**config.mk**
```make
export PLATFORM = sky130hd
export DESIGN_NAME = regfile_multiport
export DESIGN_NICKNAME = d
export VERILOG_FILES = /design/src/rtl/regfile_multiport_pkg.sv /design/src/rtl/regfile_read_port.sv /design/src/rtl/regfile_multiport.sv
export SDC_FILE = /design/constraint.sdc
export NUM_CORES = 1
export LEC_CHECK = 0
export CORE_MARGIN = 5
export CORE_UTILIZATION = 25
export CTS_CLUSTER_SIZE = 10
export DETAILED_ROUTE_END_ITERATION = 8
export PLACE_DENSITY = 0.37
export SETUP_SLACK_MARGIN = 0.1
export SYNTH_ARGS = -nofsm -noshare
export SYNTH_HDL_FRONTEND = slang
export SYNTH_HIERARCHICAL = 1
export SYNTH_SLANG_ARGS = --single-unit
```
**constraint.sdc**
```tcl
create_clock -name clock -period 4.26 [get_ports clock]
set_clock_uncertainty 0.05 [all_clocks]
set_input_delay 0.639 -clock clock [delete_from_list [all_inputs] [get_ports clock]]
set_output_delay 0.639 -clock clock [all_outputs]
set_load 0.02 [all_outputs]
```
**src/rtl/regfile_multiport_pkg.sv**
```systemverilog
// Shared register-file types and default geometry, reused by the pipeline top level.
package regfile_multiport_pkg;

    typedef enum logic {
        StClear,
        StReady
    } rf_state_e;

    localparam int unsigned DefaultDataW = 32;
    localparam int unsigned DefaultAddrW = 5;

endpackage

```
**src/rtl/regfile_read_port.sv**
```systemverilog
// One registered read port with write-to-read bypass and hard-wired zero register.
module regfile_read_port
    import regfile_multiport_pkg::*;
#(
    parameter int unsigned DATA_W   = DefaultDataW,
    parameter int unsigned ADDR_W   = DefaultAddrW,
    parameter int unsigned ZERO_REG = 1
) (
    input  logic              clock,
    input  logic              reset,
    input  logic              read_fire,
    input  logic [ADDR_W-1:0] read_reg,
    input  logic [DATA_W-1:0] array_data,
    input  logic              write_fire,
    input  logic [ADDR_W-1:0] write_reg,
    input  logic [DATA_W-1:0] write_data,
    output logic [DATA_W-1:0] read_data
);

    logic [DATA_W-1:0] read_data_q, read_data_d;

    always_comb begin
        read_data_d = read_data_q;
        if (read_fire) begin
            // Zero register takes priority over the bypass path.
            if ((ZERO_REG != 0) && (read_reg == '0)) begin
                read_data_d = '0;
            end else if (write_fire && (write_reg == read_reg)) begin
                read_data_d = write_data;
            end else begin
                read_data_d = array_data;
            end
        end
    end

    always_ff @(posedge clock) begin
        if (reset) begin
            read_data_q <= '0;
        end else begin
            read_data_q <= read_data_d;
        end
    end

    assign read_data = read_data_q;

endmodule

```
**src/rtl/regfile_multiport.sv**
```systemverilog
// Multi-read-port register file with a post-reset clear sequencer (one entry per cycle).
module regfile_multiport
    import regfile_multiport_pkg::*;
#(
    parameter int unsigned DATA_W   = DefaultDataW,
    parameter int unsigned ADDR_W   = DefaultAddrW,
    parameter int unsigned NUM_RD   = 2,
    parameter int unsigned ZERO_REG = 1
) (
    input  logic                     clock,
    input  logic                     reset,
    input  logic                     RegWrite,
    input  logic [ADDR_W-1:0]        write_reg,
    input  logic [DATA_W-1:0]        write_data,
    input  logic                     read_en,
    input  logic [NUM_RD*ADDR_W-1:0] read_reg,
    output logic [NUM_RD*DATA_W-1:0] read_data,
    output logic                     read_valid,
    output logic                     busy
);

    localparam int unsigned DEPTH = 2 ** ADDR_W;
    localparam logic [ADDR_W-1:0] LastIdx = ADDR_W'(DEPTH - 1);

    rf_state_e         state_q, state_d;
    logic [ADDR_W-1:0] clr_idx_q, clr_idx_d;
    logic              read_valid_q;
    logic [DATA_W-1:0] mem_q [DEPTH];

    logic ready;
    logic write_fire;
    logic read_fire;

    assign ready      = (state_q == StReady);
    assign write_fire = RegWrite && ready;
    assign read_fire  = read_en && ready;

    always_comb begin
        state_d   = state_q;
        clr_idx_d = clr_idx_q;
        case (state_q)
            StClear: begin
                // Index wraps back to zero as the last entry is cleared.
                clr_idx_d = clr_idx_q + ADDR_W'(1);
                if (clr_idx_q == LastIdx) begin
                    state_d = StReady;
                end
            end
            StReady: state_d = StReady;
            default: state_d = StClear;
        endcase
    end

    always_ff @(posedge clock) begin
        if (reset) begin
            state_q      <= StClear;
            clr_idx_q    <= '0;
            read_valid_q <= 1'b0;
        end else begin
            state_q      <= state_d;
            clr_idx_q    <= clr_idx_d;
            read_valid_q <= read_fire;
        end
    end

    always_ff @(posedge clock) begin
        if (!reset) begin
            if (state_q == StClear) begin
                mem_q[clr_idx_q] <= '0;
            end else if (write_fire && !((ZERO_REG != 0) && (write_reg == '0))) begin
                mem_q[write_reg] <= write_data;
            end
        end
    end

    for (genvar p = 0; p < NUM_RD; p++) begin : g_rd_port
        regfile_read_port #(
            .DATA_W   (DATA_W),
            .ADDR_W   (ADDR_W),
            .ZERO_REG (ZERO_REG)
        ) u_read_port (
            .clock      (clock),
            .reset      (reset),
            .read_fire  (read_fire),
            .read_reg   (read_reg[p*ADDR_W +: ADDR_W]),
            .array_data (mem_q[read_reg[p*ADDR_W +: ADDR_W]]),
            .write_fire (write_fire),
            .write_reg  (write_reg),
            .write_data (write_data),
            .read_data  (read_data[p*DATA_W +: DATA_W])
        );
    end

    assign read_valid = read_valid_q;
    assign busy       = (state_q == StClear);

endmodule

```
Yosys cells after proc, flatten, opt, wreduce, memory -nomap -nowiden

Memory sizes are Yosys's and may differ from the RTL's.
Cells that the tools add are included.

Flip-flop bits (word level): 71
Memory bits (writable): 1024
Input port bits: 51
Output and inout bits: 66
Word-level logic and storage cells: 37
Memories kept: 1

Add/sub/neg operators: 1
Equal/unequal tests: 3
Mux-type cells: 16
Bitwise logic cells: 1
Reduce and logical (&&, ||, !) cells: 10

Memories:

| memory | depth | width | read ports | clocked after Yosys merged registers in | write ports | RTL line                | RTL |
|---|---|---|---|---|---|---|---|
| mem_q  | 32    | 32    | 2          | 0                                       | 1           | regfile_multiport.sv:28 | `logic [DATA_W-1:0] mem_q [DEPTH];` |

Operator list:

| kind                  | count |
|---|---|
| $mux W32              | 5 |
| $reduce_or A32 Y1     | 1 |
| $logic_not A5 Y1      | 3 |
| $eq A5 B5 Y1          | 2 |
| $mux W1               | 9 |
| $add A5 B1 Y5 const B | 1 |
| $eq A5 B5 Y1 const B  | 1 |
| $logic_and A1 B1 Y1   | 5 |
| $mux W5               | 1 |
| $pmux W1 S2           | 1 |
| $logic_not A1 Y1      | 1 |
| $not A1 Y1            | 1 |

Logic depth before layout (Yosys ltp)

Word-level depth: 9
Depth in mapped cells: 10
Depth with buffers taken out: 7

Cells and area by module

The synthesis kept the hierarchy.

By module, submodules not included:

| module            | times used | cells each | area an instance (um^2) | sequential area each (um^2) |
|---|---|---|---|---|
| regfile_multiport | 1          | 3484       | 49025.8                 | 30889.6 |
| regfile_read_port | 2          | 193        | 1711.6                  | 640.6 |

Worst setup path before layout

OpenSTA, ideal clock, no wires.

Path kind: input port to flip-flop
Start: input port write_reg[4]
End: memory mem_q[27][0] (netlist name), enable pin
Setup time: 0.421 ns
Data arrival time: 3.185 ns
Data required time: 3.789 ns
Slack: 0.604 ns
Stages on the path: 7
Path buffers: 2
Path through: or3_4 > o31a_1 > buf_6 > mux2i_1 > nand2b_1 > buf_6 > nor2_1

Cells in the longest elaborated chain, start to end: 9
Elaborated cells on any way between the ends: 10
Classes of those cells: mux (6); reduce/logical (4)

RTL lines:

| element                                                    | RTL line                | RTL |
|---|---|---|
| from (decl)                                                | regfile_multiport.sv:13 | `input logic [ADDR_W-1:0] write_reg,` |
| $logic_not A5 Y1                                           | regfile_multiport.sv:70 | `end else if (write_fire && !((ZERO_REG != 0) && (write_reg == '0))) begin` |
| $logic_not A1 Y1                                           | regfile_multiport.sv:70 |  |
| $logic_and A1 B1 Y1                                        | regfile_multiport.sv:70 |  |
| $mux W1                                                    | regfile_multiport.sv:70 |  |
| $mux W1                                                    | regfile_multiport.sv:68 | `if (state_q == StClear) begin` |
| $mux W1                                                    | regfile_multiport.sv:67 | `if (!reset) begin` |
| $mux W1 (not written as such)                              | regfile_multiport.sv:71 | `mem_q[write_reg] <= write_data;` |
| $reduce_or A32 Y1 (no source line)                         | -                       |  |
| $mux W5 (no source line) / $mux W1 (equally long branches) | -                       |  |
| to (decl)                                                  | regfile_multiport.sv:28 |  |

Parallel ways exist; a longest one is shown, timed or not.

Worst setup path after layout

Start: input port write_reg[4]
End: memory mem_q[2][23] (netlist name), enable pin

Same word-level chain as after synthesis.

==> run_results.csv <==
group,metric,value,unit
clock_tree,cts_post_setup_buffers_inserted,0,
clock_tree,hold_buffers,0,
power,leakagePower,21.9,nW
floorplan,die_area,219000,µm²
sta,min_period_over_period,76.4,%
floorplan,initial_utilization,25.1,%
power,ir_drop,412,µV
clock_tree,clockBufferDepth,3,
critical_path,r2r-start,"ready$_SDFF_PP0_",
clock_tree,cts.sinks,1095,
critical_path,rr_endpoint,"mem_q[31][7]$_DFFE_PP_",
routing,drt_iter0_markers,2538,
routing,routed_wl,220000,µm
logic_synthesis,synth_area,52400,µm²
floorplan,io_pins,117,
critical_path,rr_worst_depth,5,
placed_design,placed_area,59300,µm²
sta,worst_slack,1.01,ns
clock_tree,cts_made_buffers,139,
routing,vias,35500,
critical_path,startpoint_type,"input port",
hold_path,holdPathStages,2,
critical_path,endpoint,"mem_q[2][23]$_DFFE_PP_",
clock_tree,clock_latency,0.79,ns
hold_path,min_path_type,"flop to flop",
global_routing,grt_usage,19.7,%
critical_path,setup.worst_path.start,"write_reg[4]",
logic_synthesis,post_synth_and_or_nand_nor_area_fraction,6.87,%
clock_tree,cts_max_level,4,
critical_path,path_buf_inv,2,
global_routing,grt_max_degree,64,
placed_design,port_buffers,116,
critical_path,cpMaxStageDelayCell,"clkdlybuf4s50_1",
sta,maxSlewHeadroom,14.7,%
logic_synthesis,yosys-mux-area-fraction,19.6,%
sta,max_freq,307,MHz
logic_synthesis,ys_seq_area_share,61.3,%
critical_path,criticalPathCategory,"input port to flop",
global_routing,first_global_vias,36800,
routing,via_per_inst,5.06,
clock_tree,clk_pin_slew_worst_paths,0.05,ns
cells_and_area,multi_input_area,19200,µm²
critical_path,cp_slowest_stage_delay,0.60,ns
logic_synthesis,synth_largest_area_cell,"edfxtp_1",
cells_and_area,fin_area,63500,µm²
global_routing,antenna_found_initial,8,
critical_path,worstPathArrival,3.65,ns
cells_and_area,drive_gt1_share,13.6,%
sta,final_max_slew_viol_count,0,
floorplan,die_w,468,µm
cells_and_area,area_growth,21.0,%
logic_synthesis,post_synth.cell_area_avg,13.6,µm²
critical_path,cp_top_family,"simple AND/OR/NAND/NOR gates",
job,maxCapViolCount,0,
placed_design,dp_slack,0.151,ns
logic_synthesis,synth_compound_area_share,9.18,%
logic_synthesis,yosysWarnings,6,
logic_synthesis,ys_ff_latch,1095,
cells_and_area,fillCellCount,21000,
critical_path,end_kind,"flop",
sta,rsz0062_at_grt,"no",
outcome,status,"complete, no violations",
sta,hold_viol,0,
cells_and_area,seqCellArea,32200,µm²
logic_synthesis,synthCells,3870,
global_routing,gr-total-overflow,0,
power,powerDensity,390,nW/µm²
global_routing,grt_pass1_wl,302000,µm
critical_path,crit_fanout,13,
logic_synthesis,synth_xor_area_share,0.217,%
clock_tree,cts-resized-gates,0,
logic_synthesis,synth_cell_type_count,44,
routing,routedWlPerCell,31.4,µm
sta,setup_tns,0,ns
logic_synthesis,synth_area_leaders,"edfxtp_1, mux2i_1, a22oi_1",
floorplan,placementRows,168,
cells_and_area,finalNetCount,4156,
placed_design,hpwl,136000,µm
sta,setup_viol,0,
critical_path,worstPathCellList,"clkdlybuf4s50_1 -> or3_4 -> o31a_2 -> mux2i_1 -> nand2_2 -> nor2_4 -> buf_12",
placed_design,gp_congestion,0.770,
logic_synthesis,synthAdderAreaFrac,0.0477,%
floorplan,die_y,468,µm
sta,fin_crit,3.25,ns
routing,remaining_drc_errors,0,
routing,first_pass_iters,5,
sta,worst_slew_pin_slew,1.28,ns
floorplan,core_area,209000,µm²
logic_synthesis,synth_top_family_by_area,"multiplexers",
clock_tree,cts_tree,"done",
logic_synthesis,syn-num-nets,3923,
clock_tree,root_buffer,"clkbuf_16",
critical_path,reg2reg_slack,1.21,ns
critical_path,worstPathRequired,4.66,ns
routing,antenna_left,0,
critical_path,cp.depth,7,
logic_synthesis,yosys.area.top_type_share,58.6,%
synth_stat cells (all sizes together):
master and instances:
mux2i 1027, edfxtp 1024, nand2 333, a21oi 197
a22oi 193, nand3 193, buf 164, clkbuf 137
a22o 128, dfxtp 71, nor3 69, a31oi 65
nand4 65, o211ai 64, nor2 50, and2 40
xor2 10, nor2b 8, nand2b 7, inv 3
xnor2 3, a32oi 2, ha 2, nor4 2
o2bb2ai 2, or2 2, or3 2, and3 1
and3b 1, nor4b 1, o21ai 1, o22ai 1
o31a 1, o31ai 1
per-layer routing:
layer	wire (µm)	global-route usage [%]
met5	0	0
met2	108000	33.8
met1	99300	26.5
met3	7880	2.39
met4	4660	4.60
report_power, final:
group / internal [W] / switching [W] / total [W]
clock: 0.00648 / 0.00462 / 0.0111
combinational: 0.000673 / 0.00128 / 0.00195
sequential: 0.0117 / 0.0000296 / 0.0117
flip-flops by register name, indices dropped and copies added (netlist names):
signal	flops
clr_idx_q	5
ready	1
mem_q	1024
read_valid	1
g_rd_port.u_read_port/read_data	64
tightest hold or removal path, delay by kind of cell (launching register included):
family          cells  cell delay [ns]
simple gates        1             0.06
flops               1             0.33
compound gates      1             0.05
cells in the final DEF, fill, tap and decap left out, drive strengths merged, types with 3 or more instances in the layout:
| master | Yosys | layout |
|---|---|---|
| xnor2 | 3 | 3 |
| buf | 164 | 279 |
| nor2 | 50 | 50 |
| nand3 | 193 | 193 |
| xor2 | 10 | 10 |
| nand4 | 65 | 65 |
| dfxtp | 71 | 71 |
| nor2b | 8 | 8 |
| diode | 0 | 3 |
| mux2i | 1027 | 1027 |
| clkinv | 0 | 26 |
| a21oi | 197 | 197 |
| edfxtp | 1024 | 1024 |
| a22o | 128 | 128 |
| clkbuf | 137 | 199 |
| nand2b | 7 | 7 |
| o211ai | 64 | 64 |
| and2 | 40 | 40 |
| nor3 | 69 | 69 |
| a22oi | 193 | 193 |
| inv | 3 | 10 |
| nand2 | 333 | 333 |
| clkdlybuf4s50 | 0 | 114 |
| bufinv | 0 | 4 |
| a31oi | 65 | 65 |
how the worst min path moves through the flow:
stage / start / to
5_1_grt: g_rd_port[1].u_read_port/read_data[13]$_SDFFE_PP0P_ / g_rd_port[1].u_read_port/read_data[13]$_SDFFE_PP0P_
6_report: g_rd_port[1].u_read_port/read_data[13]$_SDFFE_PP0P_ / g_rd_port[1].u_read_port/read_data[13]$_SDFFE_PP0P_
2_1_floorplan: clr_idx_q[1]$_SDFFE_PP0N_ / clr_idx_q[1]$_SDFFE_PP0N_
3_3_place_gp: g_rd_port[1].u_read_port/read_data[3]$_SDFFE_PP0P_ / g_rd_port[1].u_read_port/read_data[3]$_SDFFE_PP0P_
3_5_place_dp: g_rd_port[0].u_read_port/read_data[15]$_SDFFE_PP0P_ / g_rd_port[0].u_read_port/read_data[15]$_SDFFE_PP0P_
4_1_cts: write_data[30] / g_rd_port[0].u_read_port/read_data[30]$_SDFFE_PP0P_
layout make-up:
cell class / count / share of cell area, %
Clock buffer: 199 / 6.07
Clock inverter: 38 / 0.487
Multi-Input combinational cell: 2471 / 30.2
Tap cell: 2805 / 5.53
Sequential cell: 1095 / 50.7
Timing Repair Buffer: 393 / 6.96
Inverter: 3 / 0.0177
Antenna cell: 3 / 0.0118
logic make-up after synthesis:
kind of cell,after synthesis
AO/OA/AOI/OAI,655
XOR/XNOR,13
adder cells (fa/ha/maj),2
buffers and inverters,304
flip-flops,1095
multiplexers,1027
AND/OR/NAND/NOR,774
per-stage QoR:
step / hold slack [ns] / utilization, % / instances / total power [W]
after floorplan: 0.480 / - / 3870 / 0.0129
after global placement: 0.401 / 28.3 / 6767 / 0.0139
after global routing: 0.440 / 30.3 / 7005 / 0.0256
after detailed placement: 0.399 / 28.3 / 6767 / 0.0139
final: 0.415 / 30.3 / 7007 / 0.0247
after CTS: 0.417 / 30.3 / 7004 / 0.0251
(Power assumes the default switching activity.)
